## config.mk

```make
export PLATFORM = sky130hd
export DESIGN_NAME = seg7_mux_driver_flat
export DESIGN_NICKNAME = d
export VERILOG_FILES = /design/src/rtl/seg7_pkg.sv /design/src/rtl/seg7_mux_driver_if.sv /design/src/rtl/seg7_hex_decode.sv /design/src/rtl/seg7_mux_driver.sv /design/src/flat_wrapper.sv
export SDC_FILE = /design/constraint.sdc
export NUM_CORES = 1
export LEC_CHECK = 0
export CAP_MARGIN = 10
export CORE_MARGIN = 4
export CORE_UTILIZATION = 40
export CTS_CLUSTER_DIAMETER = 200
export DETAILED_ROUTE_END_ITERATION = 8
export PLACE_DENSITY = 0.74
export SYNTH_ARGS = -nofsm -noshare
export SYNTH_HDL_FRONTEND = slang
export SYNTH_SLANG_ARGS = --single-unit
```

## constraint.sdc

```tcl
create_clock -name iCLK -period 3 [get_ports iCLK]
set_input_delay 0.45 -clock iCLK [delete_from_list [all_inputs] [get_ports iCLK]]
set_output_delay 0.45 -clock iCLK [all_outputs]
set_load 0.01 [all_outputs]
```

## src/rtl/seg7_pkg.sv

```systemverilog
// seg7_pkg: shared constants for the multiplexed seven-segment driver.
//   HEX_TABLE  - active-low g..a patterns for hex digits 0..F
//   SEG_BLANK  - all segments dark
//   GUARD_LEN  - prescaler values at slot start with all anodes off (ghosting guard)
//   BLINK_BITS - blink phase counter width (phase toggles every 2^BLINK_BITS cycles)
package seg7_pkg;

    localparam int unsigned SEG_W      = 7;
    localparam int unsigned GUARD_LEN  = 4;
    localparam int unsigned BLINK_BITS = 23;

    localparam logic [SEG_W-1:0] SEG_BLANK = 7'h7F;

    // Index 0 is the right-most element of the concatenation.
    localparam logic [15:0][SEG_W-1:0] HEX_TABLE = {
        7'h0E, 7'h06, 7'h21, 7'h46,   // F E d C
        7'h03, 7'h08, 7'h10, 7'h00,   // b A 9 8
        7'h78, 7'h02, 7'h12, 7'h19,   // 7 6 5 4
        7'h30, 7'h24, 7'h79, 7'h40    // 3 2 1 0
    };

endpackage

```

## src/rtl/seg7_mux_driver_if.sv

```systemverilog
// seg7_mux_driver_if: register write bus of the seven-segment driver.
//   iWR        - load strobe for iDIG / iDP / iBLANK (and iBLINK when SEG7_BLINK_EN)
//   iDIG       - hex nibbles, digit k at [4k+3:4k]
//   iDP        - decimal point enables, 1 = lit
//   iBLANK     - blank mask, 1 = digit dark
//   iBRIGHT_WR - load strobe for iBRIGHT
//   iBRIGHT    - PWM brightness level
//   iBLINK     - blink mask (only with SEG7_BLINK_EN)
// Modports: master drives the bus, slave (the driver) receives it.
interface seg7_mux_driver_if #(
    parameter int unsigned NUM_DIGITS = 8,
    parameter int unsigned PWM_BITS   = 4
);

    logic                      iWR;
    logic [4*NUM_DIGITS-1:0]   iDIG;
    logic [NUM_DIGITS-1:0]     iDP;
    logic [NUM_DIGITS-1:0]     iBLANK;
    logic                      iBRIGHT_WR;
    logic [PWM_BITS-1:0]       iBRIGHT;
`ifdef SEG7_BLINK_EN
    logic [NUM_DIGITS-1:0]     iBLINK;

    modport master (output iWR, iDIG, iDP, iBLANK, iBRIGHT_WR, iBRIGHT, iBLINK);
    modport slave  (input  iWR, iDIG, iDP, iBLANK, iBRIGHT_WR, iBRIGHT, iBLINK);
`else
    modport master (output iWR, iDIG, iDP, iBLANK, iBRIGHT_WR, iBRIGHT);
    modport slave  (input  iWR, iDIG, iDP, iBLANK, iBRIGHT_WR, iBRIGHT);
`endif

endinterface

```

## src/rtl/seg7_hex_decode.sv

```systemverilog
// seg7_hex_decode: combinational hex nibble to active-low g..a segment pattern.
//   iNIB    - 4-bit hex value
//   oSEG_c  - 7-bit segment pattern
module seg7_hex_decode (
    input  logic [3:0] iNIB,
    output logic [6:0] oSEG_c
);
    import seg7_pkg::*;

    assign oSEG_c = HEX_TABLE[iNIB];

endmodule

```

## src/rtl/seg7_mux_driver.sv

```systemverilog
// seg7_mux_driver: hex digit register file with static per-digit decode and a
// time-multiplexed, PWM-dimmed scanned output.
//   iCLK, iRST_N - clock, asynchronous active-low reset
//   bus          - write bus (seg7_mux_driver_if.slave)
//   oSEG_ALL     - static active-low segments, digit k at [7k+6:7k] (combinational)
//   oSEG, oDP    - scanned segments / decimal point, active-low, registered
//   oAN          - scanned anode select, active-low, registered
// Optional feature: define SEG7_BLINK_EN to add the bus.iBLINK mask and blink phase.
module seg7_mux_driver #(
    parameter int unsigned NUM_DIGITS = 8,
    parameter int unsigned SCAN_DIV   = 50000,
    parameter int unsigned PWM_BITS   = 4
) (
    input  logic                    iCLK,
    input  logic                    iRST_N,
    seg7_mux_driver_if.slave        bus,
    output logic [7*NUM_DIGITS-1:0] oSEG_ALL,
    output logic [6:0]              oSEG,
    output logic                    oDP,
    output logic [NUM_DIGITS-1:0]   oAN
);
    import seg7_pkg::*;

    localparam int unsigned PRE_W = (SCAN_DIV > 1) ? $clog2(SCAN_DIV) : 1;
    localparam int unsigned IDX_W = (NUM_DIGITS > 1) ? $clog2(NUM_DIGITS) : 1;

    logic [4*NUM_DIGITS-1:0] rDIG;
    logic [NUM_DIGITS-1:0]   rDP;
    logic [NUM_DIGITS-1:0]   rBLANK;
    logic [PWM_BITS-1:0]     rBRIGHT;

    logic [PRE_W-1:0]        rPre;
    logic [IDX_W-1:0]        rIdx;
    logic [PWM_BITS-1:0]     rPwm;

    logic [NUM_DIGITS-1:0]   effBlank;
    logic [3:0]              digNib [NUM_DIGITS];
    logic [3:0]              curNib;
    logic [6:0]              curSeg;
    logic                    preWrap;
    logic                    inGuard;
    logic                    pwmOn;
    logic                    curBlank;
    logic                    anOn;

    // Register file: both strobes may land in the same cycle.
    always_ff @(posedge iCLK or negedge iRST_N) begin
        if (!iRST_N) begin
            rDIG    <= '0;
            rDP     <= '0;
            rBLANK  <= '0;
            rBRIGHT <= '1;
        end else begin
            if (bus.iWR) begin
                rDIG   <= bus.iDIG;
                rDP    <= bus.iDP;
                rBLANK <= bus.iBLANK;
            end
            if (bus.iBRIGHT_WR) begin
                rBRIGHT <= bus.iBRIGHT;
            end
        end
    end

`ifdef SEG7_BLINK_EN
    logic [NUM_DIGITS-1:0] rBLINK;
    logic [BLINK_BITS-1:0] rBlinkCnt;
    logic                  rPhase;

    // Blink mask and phase; phase flips each time the counter rolls over.
    always_ff @(posedge iCLK or negedge iRST_N) begin
        if (!iRST_N) begin
            rBLINK    <= '0;
            rBlinkCnt <= '0;
            rPhase    <= 1'b0;
        end else begin
            if (bus.iWR) begin
                rBLINK <= bus.iBLINK;
            end
            rBlinkCnt <= rBlinkCnt + 1'b1;
            if (&rBlinkCnt) begin
                rPhase <= ~rPhase;
            end
        end
    end

    assign effBlank = rBLANK | (rBLINK & {NUM_DIGITS{rPhase}});
`else
    assign effBlank = rBLANK;
`endif

    // Static decode, one decoder per digit.
    for (genvar k = 0; k < NUM_DIGITS; k++) begin : gDigit
        logic [6:0] segK;
        assign digNib[k] = rDIG[4*k +: 4];
        seg7_hex_decode uDec (
            .iNIB   (digNib[k]),
            .oSEG_c (segK)
        );
        assign oSEG_ALL[7*k +: 7] = effBlank[k] ? SEG_BLANK : segK;
    end

    // Scan path decoder for the currently selected digit.
    assign curNib = digNib[rIdx];

    seg7_hex_decode uScanDec (
        .iNIB   (curNib),
        .oSEG_c (curSeg)
    );

    always_comb begin
        preWrap  = (rPre == PRE_W'(SCAN_DIV - 1));
        inGuard  = (rPre < PRE_W'(GUARD_LEN));
        // All-ones brightness bypasses the compare so the digit never goes dark.
        pwmOn    = (&rBRIGHT) | (rPwm < rBRIGHT);
        curBlank = effBlank[rIdx];
        anOn     = !inGuard && pwmOn && !curBlank;
    end

    // Prescaler, digit index and PWM counter; register writes never disturb them.
    always_ff @(posedge iCLK or negedge iRST_N) begin
        if (!iRST_N) begin
            rPre <= '0;
            rIdx <= '0;
            rPwm <= '0;
        end else begin
            rPwm <= rPwm + 1'b1;
            if (preWrap) begin
                rPre <= '0;
                rIdx <= (rIdx == IDX_W'(NUM_DIGITS - 1)) ? '0 : rIdx + 1'b1;
            end else begin
                rPre <= rPre + 1'b1;
            end
        end
    end

    // Registered scan outputs, one cycle behind the counters.
    always_ff @(posedge iCLK or negedge iRST_N) begin
        if (!iRST_N) begin
            oAN  <= '1;
            oSEG <= SEG_BLANK;
            oDP  <= 1'b1;
        end else begin
            oAN  <= anOn ? ~(NUM_DIGITS'(1) << rIdx) : '1;
            oSEG <= curBlank ? SEG_BLANK : curSeg;
            oDP  <= ~(rDP[rIdx] & ~curBlank);
        end
    end

endmodule

```

## src/flat_wrapper.sv

```systemverilog
// flat-port wrapper written by rule: the top's interface ports become plain ports
module seg7_mux_driver_flat import seg7_pkg::*;
#(
    parameter int unsigned NUM_DIGITS = 8,
    parameter int unsigned SCAN_DIV   = 50000,
    parameter int unsigned PWM_BITS   = 4
)
  (iCLK, iRST_N, oSEG_ALL, oSEG, oDP, oAN, bus_iWR, bus_iDIG, bus_iDP, bus_iBLANK, bus_iBRIGHT_WR, bus_iBRIGHT);
  seg7_mux_driver_if #(.NUM_DIGITS(NUM_DIGITS), .PWM_BITS(PWM_BITS)) bus_i ();
  input  logic iCLK;
  input  logic iRST_N;
  output logic [7*NUM_DIGITS-1:0] oSEG_ALL;
  output logic [6:0] oSEG;
  output logic oDP;
  output logic [NUM_DIGITS-1:0] oAN;
  input wire logic [$bits(bus_i.iWR)-1:0] bus_iWR;
  input wire logic [$bits(bus_i.iDIG)-1:0] bus_iDIG;
  input wire logic [$bits(bus_i.iDP)-1:0] bus_iDP;
  input wire logic [$bits(bus_i.iBLANK)-1:0] bus_iBLANK;
  input wire logic [$bits(bus_i.iBRIGHT_WR)-1:0] bus_iBRIGHT_WR;
  input wire logic [$bits(bus_i.iBRIGHT)-1:0] bus_iBRIGHT;
  assign bus_i.iWR = bus_iWR;
  assign bus_i.iDIG = bus_iDIG;
  assign bus_i.iDP = bus_iDP;
  assign bus_i.iBLANK = bus_iBLANK;
  assign bus_i.iBRIGHT_WR = bus_iBRIGHT_WR;
  assign bus_i.iBRIGHT = bus_iBRIGHT;
  seg7_mux_driver #(.NUM_DIGITS(NUM_DIGITS), .SCAN_DIV(SCAN_DIV), .PWM_BITS(PWM_BITS)) u_core (.iCLK(iCLK), .iRST_N(iRST_N), .bus(bus_i), .oSEG_ALL(oSEG_ALL), .oSEG(oSEG), .oDP(oDP), .oAN(oAN));
endmodule
```

### Word level (Yosys, flattened, before mapping)

Memories as Yosys holds them, arrays and structs flattened.
Cells that the tools add are included.

* memories kept: 9
* output and inout port bits: 72
* memory bits (read-only): 1008
* bits in registers: 91

* shift-type cells: 1
* bitwise operators: 6
* reductions and logical operators: 5
* add/subtract/negate cells: 3
* multiplexer cells: 28
* magnitude comparators: 13
* eq/ne operators: 2

Memories
* (no name shown): depth 16, width 7, read ports 1, clocked after Yosys merged registers in 0, wr ports 0, line seg7_hex_decode.sv:10 `assign oSEG_c = HEX_TABLE[iNIB];`
* (no name shown): depth 16, width 7, read ports 1, clocked after Yosys merged registers in 0, wr ports 0, line seg7_hex_decode.sv:10
* (no name shown): depth 16, width 7, read ports 1, clocked after Yosys merged registers in 0, wr ports 0, line seg7_hex_decode.sv:10
* (no name shown): depth 16, width 7, read ports 1, clocked after Yosys merged registers in 0, wr ports 0, line seg7_hex_decode.sv:10
* (no name shown): depth 16, width 7, read ports 1, clocked after Yosys merged registers in 0, wr ports 0, line seg7_hex_decode.sv:10
* (no name shown): depth 16, width 7, read ports 1, clocked after Yosys merged registers in 0, wr ports 0, line seg7_hex_decode.sv:10
* 3 more memories

Operators by type and width (count)
* two-way mux 7 bit: 18
* less-than comparator 4 x 5 -> 1 bit, second input constant: 9
* adder 16 x 1 -> 16 bit, second input constant: 1
* equality test 16 bit, second input constant: 1
* less-than comparator 16 x 3 -> 1 bit, second input constant: 1
* two-way mux 16 bit: 1
* binary-select mux 4 bit (select 3 bit): 1
* two-way mux 4 bit: 2
* two-way mux 8 bit: 1
* inverter 8 bit: 1
* left shift 1 x 3 -> 8 bit, first input constant: 1
* binary-select mux 1 bit (select 3 bit): 2
* adder 4 x 1 -> 4 bit, second input constant: 1
* greater-or-equal comparator 4 bit, second input constant: 1
* less-than comparator 3 x 4 -> 1 bit, second input constant: 1
* less-than comparator 4 bit: 1
* inverter 3 -> 4 bit: 1
* AND reduction 4 bit: 1
* adder 3 x 1 -> 3 bit, second input constant: 1
* equality test 3 bit, second input constant: 1
* two-way mux 3 bit: 1
* logical AND 1 bit: 2
* zero test 1 bit: 2
* two-way mux 1 bit: 2
* 3 further kinds: 4

### Logic depth before layout (Yosys ltp)

Gate-level depths: netlist of the first run.

* depth in word-level cells: 7
* depth in mapped cells: 11
* depth with buffers taken out: 9

### Modules after synthesis

Synthesis of the first run repeated with hierarchy kept, for this count alone.

* cell total of the unflattened synthesis: 639
* area total of the unflattened synthesis: 6897.9 sq um

Modules (own cells, without submodules)
* seg7_mux_driver: sequential area each 2302.2 sq um, cells each 348, area each 4424.2 sq um, times used 1
* seg7_hex_decode (u_core.gDigit[1].uDec ...): sequential area each 0.0 sq um, cells each 32, area each 275.3 sq um, times used 8
* seg7_hex_decode (u_core.gDigit[0].uDec): sequential area each 0.0 sq um, cells each 35, area each 271.5 sq um, times used 1

### Least setup slack after synthesis of the first run

Ideal clock, no wire load.

* path type: register to register
* start point: register u_core.rIdx[0]
* end point: register u_core.oSEG[1]
* period minus slack after synthesis: 2.093 ns
* data arrival time: 2.009 ns
* library setup time: 0.084 ns
* data required time: 2.916 ns
* cell stages (with the launch flop): 8
* path buffers: 0
* setup slack: 0.907 ns
* cells stage by stage: dfrtp_1 -> mux4_1 -> mux2_2 -> inv_1 -> ha_1 -> nand2_1 -> a21oi_1 -> a311o_1

* longest elaborated chain between the ends: 7
* elaborated cells on any way between the ends: 9
* those cells by class: mux (7); bitwise (1); memory (1)

Ends and longest elaborated chain
* from (decl): line seg7_mux_driver.sv:33 `logic [IDX_W-1:0] rIdx;`
* from (signal assigned): line seg7_mux_driver.sv:130 `rIdx <= (rIdx == IDX_W'(NUM_DIGITS - 1)) ? '0 : rIdx + 1'b1;`
* inverter 3 -> 4 bit (implied by the code): line seg7_mux_driver.sv:104 `assign curNib = digNib[rIdx];`
* binary-select mux 4 bit (select 3 bit): line seg7_mux_driver.sv:104
* two-way mux 4 bit (implied by the code) (2 in series): line seg7_mux_driver.sv:104
* memory (16 x 7 bit)
* two-way mux 7 bit (implied by the code): line seg7_hex_decode.sv:10
* two-way mux 7 bit *: line seg7_mux_driver.sv:145 `oSEG <= curBlank ? SEG_BLANK : curSeg;`
* to (signal assigned): line seg7_mux_driver.sv:145
* to (decl): line seg7_mux_driver.sv:18 `output logic [6:0] oSEG,`

Mark *: on every way between the ends. The rest lies on a longest branch, timed or not. The select of a mux whose other input is x is not followed.
A chain may end at the register's enable or synchronous reset.

### Final worst setup path of the first run

* start point: register u_core.rDIG[24]
* end point: output oSEG_ALL[45]

* longest elaborated chain between the ends: 3

Ends and longest elaborated chain
* from (decl): line seg7_mux_driver.sv:27 `logic [4*NUM_DIGITS-1:0] rDIG;`
* from (signal assigned): line seg7_mux_driver.sv:55 `rDIG <= bus.iDIG;`
* memory (16 x 7 bit)
* two-way mux 7 bit (implied by the code): line seg7_hex_decode.sv:10
* two-way mux 7 bit: line seg7_mux_driver.sv:100 `assign oSEG_ALL[7*k +: 7] = effBlank[k] ? SEG_BLANK : segK;`
* to (decl): line flat_wrapper.sv:12 `output logic [7*NUM_DIGITS-1:0] oSEG_ALL;`

No other way between the ends. The select of a mux whose other input is x is not followed.

==> results.md, run 1 <==
- In this run the core area contains 45 standard-cell rows.
- The type of destination of the critical path is an output pin.
- At the worst endpoint, the arrival time is 2.46 ns.
- The via count of the first global-routing pass is 5,209.
- The placed wire-length estimate is 11,900 um.
- The number of antenna violations at the first check in global routing came to 0.
- The CTS tree is done.
- The starting density of the core is 41.2%.
- The slew at the pin closest to its max-slew limit is 0.574 ns.
- In this run the static leakage power is 3.60 nW.
- The floorplan die width is 134 um.
- The wire length per cell is 16.1 um.
- The number of standard cells after synthesis is 643.
- Counting flops with an async set or reset pin after synthesis yields a share of 100%.
- For met3 alone, demand over resource in global routing was 4.80%.
- By count the netlist is led by sky130_fd_sc_hd__dfrtp_1 (71), sky130_fd_sc_hd__nand2_1 (69), sky130_fd_sc_hd__ha_1 (64).
- Yosys mapped a number of flops with a built-in enable equal to 0.
- The clock passes through at most 2 buffers.
- Data on the critical path is required at its endpoint by 2.55 ns.
- For the worst flop-to-flop path, the logic depth is 7.
- The CTS sink count is 91.
- The number of pins exceeding their max-slew limit in the final report is 0.
- Setup violations remaining at the end of the flow were counted as 0.
- Detailed routing inserted a total of 5,080 vias.
- The worst clock skew is 0.0122 ns.
- The flow ran to the end, and the final reports show no timing, DRC or antenna violations.
- The most used standard cell by instance count after synthesis is sky130_fd_sc_hd__dfrtp_1.
- The setup TNS is 0 ns.
- The worst-case IR drop observed on VDD is 0.000313 V.
- Across all register-to-register paths, the minimum setup slack is 0.57 ns.
- The total nets after synthesis is 763.
- The element type at the critical path start is a flop.
- The number of cells in the finished layout apart from fillers is 973.
- Clock-pin slew was measured on the worst setup and hold paths at 0.07 ns.
- The number of antenna-violating nets in the routed design is 0.
- The final setup slack of the worst path is 0.0896 ns.
- The first global-routing pass estimated 25,800 um of wire.
- The DRC violations left is 0.
- The area of the die is 0.0179 mm2.
- Global routing consumed, over all layers together, 17.8% of the routing resources.
- In this run the most used layer during global routing was met2.
- For this run, the share of the core covered by cells in the final layout is 52.8%.
- The tree is rooted in a sky130_fd_sc_hd__clkbuf_16.
- After detailed routing, the total wire length is 15,700 um.
- The core region area is 0.0154 mm2.
- The power density over the cells is 456 mW/mm2.
- The maximum fanout along the worst path is 6.
- The global routing usage on met2 is 29.6%.
- The maximum operating frequency is 344 MHz.
- The number of buffers added to fix hold violations after cts is 0.
- In this run the critical register-to-register path is launched from u_core.rIdx[0].
- The fraction of the yosys area taken by sequential cells is 36.4%.
- During synthesis, Yosys emitted a total of 0 warnings.
- The chip height is 134 um.
- OpenSTA, run right after detailed placement, puts the worst setup slack at 0.355 ns.
- Across the run, the number of max-cap violations was 0.
- Summing internal, switching and leakage power gives 3.70 mW.
- The prevailing post-synth register cell is sky130_fd_sc_hd__dfrtp_1.
- The clock period minus worst slack is 2.91 ns.
- The post-layout net count is 877.
- Summed over all layers, the global routing overflow is 0.
- For this run, the detailed router's first-pass iteration total came to 4.
- The repair_antennas step left the layout with diodes totalling 0.
- The violation count after the first detailed-route iteration is 353.
- Entering global routing, the biggest net connects 45 pins.
- Headroom to the max-slew limit came out at 61.4%.
- Dividing the detail-routed via count by the number of cells gives 5.22.
- The number of port buffers is 127.
- The number of levels the H-tree was split into is 3.
- The fraction of met1 tracks used by global routing is 22.8%.
- Clock tree synthesis inserted a total of 9 buffers.
- The critical setup path kind is flop to output pin.
- The share of the clock period used by the worst path after layout is 97.0%.
- The worst reg2reg path endpoint is u_core.oSEG[1].
- The largest area contributor in the synthesized netlist is sky130_fd_sc_hd__dfrtp_1.
- The fraction of final layout cells sized beyond drive strength 1 is 17.6%.
- Yosys mapped the design onto 55 distinct sky130hd cell types.
- For this design the top-level I/O count stands at 128.
- Routability-driven placement finished with a final weighted congestion of 0.889.
- After synthesis, the cell types taking the most area are sky130_fd_sc_hd__dfrtp_1 (28%), sky130_fd_sc_hd__ha_1 (13%), sky130_fd_sc_hd__dfstp_2 (8.3%).
- The average instance in the mapped netlist occupies 9.84 um2.
- The class of the tightest hold or removal check is input pin to asynchronous set/reset pin.
- The layout-stage area growth over the synthesis result is 28.3%.
- At the later pin of the worst-skew pair, clock insertion delay measures 0.35 ns.
- In this run the biggest area consumer among cell types represents 28.1% of the synthesized area.
- The cell area after synthesis is 0.00633 mm2.
- The final-report hold violation count is 0.
- The cell total after placement is 957.
- The register bit count reported by yosys is 91.
critical path, stage by stage, from the launching register on:
cell and delay, ns:
sky130_fd_sc_hd__dfrtp_2 0.41, sky130_fd_sc_hd__inv_1 0.12, sky130_fd_sc_hd__ha_1 0.29, sky130_fd_sc_hd__inv_1 0.05
sky130_fd_sc_hd__mux4_2 0.45, sky130_fd_sc_hd__or2_2 0.30, sky130_fd_sc_hd__clkdlybuf4s50_1 0.49
layer usage:
layer / share of wire, % / up-vias
met5: 0 / -
met4: 1.9 / 0
met3: 4.8 / 19
met2: 48 / 127
met1: 45 / 2449
li1: - / 2485
area by class of cell:
| type | count | area, um2 |
|---|---|---|
| fillers | 1363 | 7250 |
| multi-input cells | 473 | 3700 |
| flip-flops and latches | 91 | 2320 |
| repair buffers | 143 | 1390 |
| well taps | 211 | 264 |
| clock buffers | 9 | 225 |
| inverters | 39 | 149 |
| clock inverters | 7 | 72.6 |
cell usage in the layout, fill, tap and decap left out, types with 2 or more instances in the layout:
cell type,netlist,layout
sky130_fd_sc_hd__clkdlybuf4s50_1,0,124
sky130_fd_sc_hd__nand2_1,69,69
sky130_fd_sc_hd__ha_1,64,64
sky130_fd_sc_hd__dfrtp_1,71,58
sky130_fd_sc_hd__nor2_1,55,55
sky130_fd_sc_hd__o21ai_0,44,44
sky130_fd_sc_hd__mux2_2,39,39
sky130_fd_sc_hd__inv_1,38,35
sky130_fd_sc_hd__mux2i_1,32,32
sky130_fd_sc_hd__dfstp_2,20,20
sky130_fd_sc_hd__nand3_1,17,17
sky130_fd_sc_hd__buf_4,2,17
sky130_fd_sc_hd__a221o_1,16,16
sky130_fd_sc_hd__a211o_1,14,14
sky130_fd_sc_hd__nor2b_1,13,13
sky130_fd_sc_hd__nor3_1,13,13
sky130_fd_sc_hd__mux4_2,13,13
sky130_fd_sc_hd__dfrtp_2,0,13
sky130_fd_sc_hd__xnor2_1,9,9
sky130_fd_sc_hd__clkbuf_16,0,9
sky130_fd_sc_hd__or2_2,8,8
sky130_fd_sc_hd__a31oi_1,8,8
sky130_fd_sc_hd__xor2_1,8,8
sky130_fd_sc_hd__a21oi_1,7,7
sky130_fd_sc_hd__nand2b_1,5,5
sky130_fd_sc_hd__nor4_1,4,4
sky130_fd_sc_hd__inv_2,0,3
sky130_fd_sc_hd__o21a_1,3,3
sky130_fd_sc_hd__nor3b_1,3,3
sky130_fd_sc_hd__mux4_1,2,2
sky130_fd_sc_hd__and3_1,2,2
sky130_fd_sc_hd__nand4_1,2,2
sky130_fd_sc_hd__o221ai_1,2,2
sky130_fd_sc_hd__inv_4,1,2
sky130_fd_sc_hd__o21ai_1,2,2
sky130_fd_sc_hd__inv_6,0,2
sky130_fd_sc_hd__clkinv_2,0,2
flip-flops by register name (all words and copies together) (netlist names):
name             flops
u_core.effBlank      8
u_core.oAN           8
u_core.oDP           1
u_core.oSEG          7
u_core.rBRIGHT       4
u_core.rDIG         32
u_core.rDP           8
u_core.rIdx          3
u_core.rPre         16
u_core.rPwm          4
kinds of logic (layout without fill, tap and decap cells):
group	Yosys count	count (layout)	synth area share (%)
XOR/XNOR	17	17	2.35
flip-flops	91	91	36.4
AO/OA/AOI/OAI	108	108	11.7
adder cells (fa/ha/maj)	64	64	12.7
buffers and inverters	79	198	5.08
multiplexers	86	86	17.5
AND/OR/NAND/NOR	198	198	14.4
stage by stage:
step,instance area [um2],hold WS (ns)
2_1_floorplan,6330,0.154
6_report,8120,0.0890
3_3_place_gp,7800,0.466
3_5_place_dp,7800,0.483
4_1_cts,8100,0.102
5_1_grt,8120,0.125
what timing repair did:
item,CTS,global route
buffers inserted,0,0
setup endpoints to repair,1,7
gates resized for setup,1,16
report_power, final:
part           switching (mW)  internal, mW  leakage (nW)
logic                   0.456         0.601          2.38
clock network           0.507         0.651         0.151
registers               0.159          1.33          1.07
total                    1.12          2.58          3.60
how the worst max path moves through the flow:
| stage | start | endpoint | slack (ns) | depth (start not counted) |
|---|---|---|---|---|
| CTS | u_core.rDIG[12] | oSEG_ALL[24] | 0.01 | 6 |
| global placement | u_core.rDIG[4] | oSEG_ALL[10] | 0.40 | 6 |
| detailed placement | u_core.rDIG[4] | oSEG_ALL[10] | 0.35 | 6 |
| floorplan | u_core.rIdx[0] | u_core.oSEG[1] | 0.91 | 7 |
| global route | u_core.rDIG[12] | oSEG_ALL[24] | -0.0005 | 6 |
| finish | u_core.rDIG[24] | oSEG_ALL[45] | 0.09 | 6 |
No activity file was read; power rests on OpenSTA's default activity.
==> run 2, diff against run 1 <==
--- a/config.mk
+++ b/config.mk
@@ -10,7 +10,7 @@
 export CORE_UTILIZATION = 40
 export CTS_CLUSTER_DIAMETER = 200
 export DETAILED_ROUTE_END_ITERATION = 8
-export PLACE_DENSITY = 0.74
+export PLACE_DENSITY = 0.66
 export SYNTH_ARGS = -nofsm -noshare
 export SYNTH_HDL_FRONTEND = slang
 export SYNTH_SLANG_ARGS = --single-unit
==> constraint.sdc (replaced) <==
create_clock -name iCLK -period 3.65 [get_ports iCLK]
set_input_delay 0.5475 -clock iCLK [delete_from_list [all_inputs] [get_ports iCLK]]
set_output_delay 0.5475 -clock iCLK [all_outputs]
set_load 0.01 [all_outputs]
==> run 2 against run 1 <==
Non-clock buffer count fell by 8. Critical path type unchanged. Wire length grew 1.9%. Sequential power is 17% lower. Clock power is 22% lower. Clock-buffer cell count up 4.
==> results.md, run 2 (synthesized netlist as in run 1, its figures left out) <==
- The flow ran to the end, and the final reports show no timing, DRC or antenna violations.
- The floorplan die width was 134 um (unchanged).
- The clock period minus worst slack is 3.16 ns.
- The min-delay analysis places its worst path in the category input pin to asynchronous set/reset pin.
- The relative max-transition margin was 33.9% (-28 points).
- The number of detailed-route iterations in the first pass is 5 (+1).
- Setup repair after global routing left no endpoint under its margin.
- The library cell used most frequently in the layout, excluding fill and tap cells, is sky130_fd_sc_hd__clkdlybuf4s50_1.
- Based on the critical path, the design can be clocked at up to 317 MHz.
- The placed instance area was 0.00774 mm2 (-0.77%).
- The most critical setup path has its endpoint at oSEG_ALL[10].
- The number of buffers added to fix hold violations after cts is 0 (unchanged).
- The routed wire length was 16,000 um (+1.9%).
- The number of antenna violations at the first check in global routing is 1 (+1).
- The number of buffers on the longest clock path is 2 (unchanged).
- The overall fraction of global-route tracks in use came to 18.0% (+0.24 points).
- The share of the clock period used by the worst path after layout is 86.5%.
- The reg-to-reg critical path startpoint is u_core.rIdx[0].
- STA classifies the critical path startpoint as a flop.
- The via count of the first global-routing pass is 5,171 (-0.73%).
- The maximum fanout along the worst path came to 6 (unchanged).
- The cell area after layout is 0.00804 mm2 (-1.0%).
- The family of cells with the greatest summed delay on the critical path is buffers and inverters.
- The final-report hold violation count is 0 (unchanged).
- The antenna diode count came to 0 (unchanged).
- The violation count after the first detailed-route iteration came to 402 (+14%).
- The dominant cell type by count on the critical path is sky130_fd_sc_hd__inv_1.
- The fraction of final layout cells sized beyond drive strength 1 is 14.3% (-3.3 points).
- The worst clock skew is 0.00515 ns (-0.00703 ns).
- The starting density of the core is 41.2% (unchanged).
- The logic depth of the worst setup path including buffers is 6 (unchanged).
- The CTS sink count is 91 (unchanged).
- The top-level port count is 128 (unchanged).
- The number of antenna-violating nets in the routed design came to 0 (unchanged).
- The post-layout net count was 869 (-0.91%).
- The combinational group share of total power is 28.7% (+0.2 points).
- The placed wire-length estimate is 12,100 um (+1.7%).
- The core region area is 0.0154 mm2 (unchanged).
- Traced cell by cell, the critical path runs through inv_1, ha_1, inv_1, mux4_2, or2_2, clkdlybuf4s50_1.
- The number of levels the H-tree was split into was 3 (unchanged).
- The via density per instance is 5.28 (+1.1%).
- The chip height is 134 um (unchanged).
- The share of total power consumed by net switching was 30.0% (-0.31 points).
- The worst reg-to-reg setup slack is 1.03 ns (+0.46 ns).
- The worst reg2reg path endpoint is u_core.oSEG[1].
- The worst endpoint required time came to 3.10 ns (+0.55 ns).
- Relative to the synthesized area, the layout overhead comes to 27.0%.
- More flip-flops sit in one register than any other, and that register is u_core.rDIG.
- The final setup violation count came to 0 (unchanged).
- In this run the clock root is driven by a sky130_fd_sc_hd__clkbuf_16.
- In the layout the commonest cells are sky130_fd_sc_hd__clkdlybuf4s50_1 (125), sky130_fd_sc_hd__dfrtp_1 (71), sky130_fd_sc_hd__nand2_1 (69).
- The delay of the slowest critical-path stage is 0.48 ns (about the same).
- The critical path arrival is 2.61 ns (+0.15 ns).
- On the critical path, the stage with the largest delay is an instance of sky130_fd_sc_hd__dfrtp_1.
- The global placer's final weighted congestion was 0.904 (+1.6%).
- The first-pass GRT wire length came to 26,200 um (+1.7%).
- The number of max-cap violations came to 0 (unchanged).
- The sum of buffers and inverters on the critical path was 3 (unchanged).
- In this run the worst setup path begins at u_core.rDIG[4].
- The critical path is of the flop to output pin type.
- The wire length per cell is 16.5 um (+2.8%).
- The via count of the routed design came to 5,095 (+0.30%).
- The number of rows in the core area is 45 (unchanged).
- The internal portion of total power is 2.10 mW (-19%).
- The type of destination of the critical path is an output pin.
- The portion of total power attributed to sequential cells came to 41.0% (+0.8 points).
- The leftover overflow at the end of global routing is 0 (unchanged).
- The clock transition at the register clock pins on the worst setup and hold paths after CTS is 0.06 ns (about the same).
- The number of CTS-inserted buffers was 9 (unchanged).
- The leakage power is 3.56 nW (-1.1%).
- The number of pins exceeding their max-slew limit in the final report is 0 (unchanged).
- The peak supply drop is 0.000262 V (-17%).
- The power density over the cells was 374 mW/mm2 (-18%).
- The slew at the pin closest to its max-slew limit is 0.988 ns (+0.414 ns).
- TritonCTS built the clock tree.
- The insertion delay of the later-clocked pin in the worst-skew pair is 0.34 ns (about the same).
- The DRC violations left is 0 (unchanged).
- The number of cells upsized or downsized after cts came to 0 (-1).
- The flip-flop count of the largest register, all copies and words added was 32 (unchanged).
- The setup TNS is 0 ns (unchanged).
- The maximum number of pins on one net before global-route repair is 69 (+53%).
- The largest registers in the layout are u_core.rDIG (32), u_core.rPre (16).
- The net switching power of the design was 900 uW (-20%).
- The clock group share of total power came to 30.3% (-1.0 points).
- The number of cells on the worst reg-to-reg path is 7 (unchanged).
- The number of post-CTS setup repair buffers was 0 (unchanged).
- The area of the die is 0.0179 mm2 (unchanged).
- The number of port buffers is 127 (unchanged).
==> run 2: cell count changes in the layout (fill, tap and decap cells not counted), sizes merged <==
cell           before  now
bufinv              1    0
inv                42   39
clkinvlp            0    1
clkinv              3    2
clkdlybuf4s50     124  125
clkbuf              9   13
buf                18   10
dlymetal6s2s        1    0
==> run 2: final cells by class <==
| class | count | area, um2 |
|---|---|---|
| clock buffer | 13 | 272 |
| clock inverter | 3 | 21.3 |
| fill | 1387 | 7330 |
| inverter | 39 | 149 |
| multi-input combinational | 473 | 3700 |
| sequential | 91 | 2300 |
| tap | 211 | 264 |
| timing repair buffer | 135 | 1320 |
==> run 2: routing by layer <==
layer  up-vias  global-route usage (%)  wire (um)
met1      2466                    22.9       6900
met5         -                       0         13
li1       2467                       -          -
met3        14                    5.14       1010
met2       146                    30.6       7880
met4         2                    3.89        140
==> run 2: power groups by stage <==
stage | logic, mW | registers (mW) | clock network [mW]
after global placement | 0.851 | 1.24 | 0
final | 0.862 | 1.23 | 0.909
after detailed placement | 0.863 | 1.25 | 0
after floorplan | 0.526 | 1.17 | 0
after global routing | 0.943 | 1.25 | 0.989
after CTS | 0.872 | 1.23 | 0.940
==> run 2: how the worst min path moves through the flow <==
stage              startpoint            endpoint  slack [ns]  cells after the start
2_1_floorplan          iRST_N  u_core.effBlank[0]        0.25                      0
3_3_place_gp   u_core.rPwm[0]      u_core.rPwm[0]        0.46                      1
3_5_place_dp   u_core.rPwm[0]      u_core.rPwm[0]        0.47                      1
4_1_cts                iRST_N      u_core.rPre[3]        0.35                      1
5_1_grt                iRST_N      u_core.rPre[3]        0.38                      1
6_report               iRST_N      u_core.rPre[3]        0.32                      1
==> run 2: per-stage QoR <==
step / worst slack [ns] / cells / power [mW] / utilization (%) / hold slack [ns]
after global routing: 0.418 / 965 / 3.18 / 52.3 / 0.380
after CTS: 0.478 / 965 / 3.04 / 52.3 / 0.349
after detailed placement: 0.898 / 949 / 2.11 / 50.4 / 0.472
after floorplan: 1.54 / 643 / 1.69 / - / 0.252
final: 0.495 / 965 / 3.00 / 52.3 / 0.316
after global placement: 0.944 / 949 / 2.09 / 50.4 / 0.460
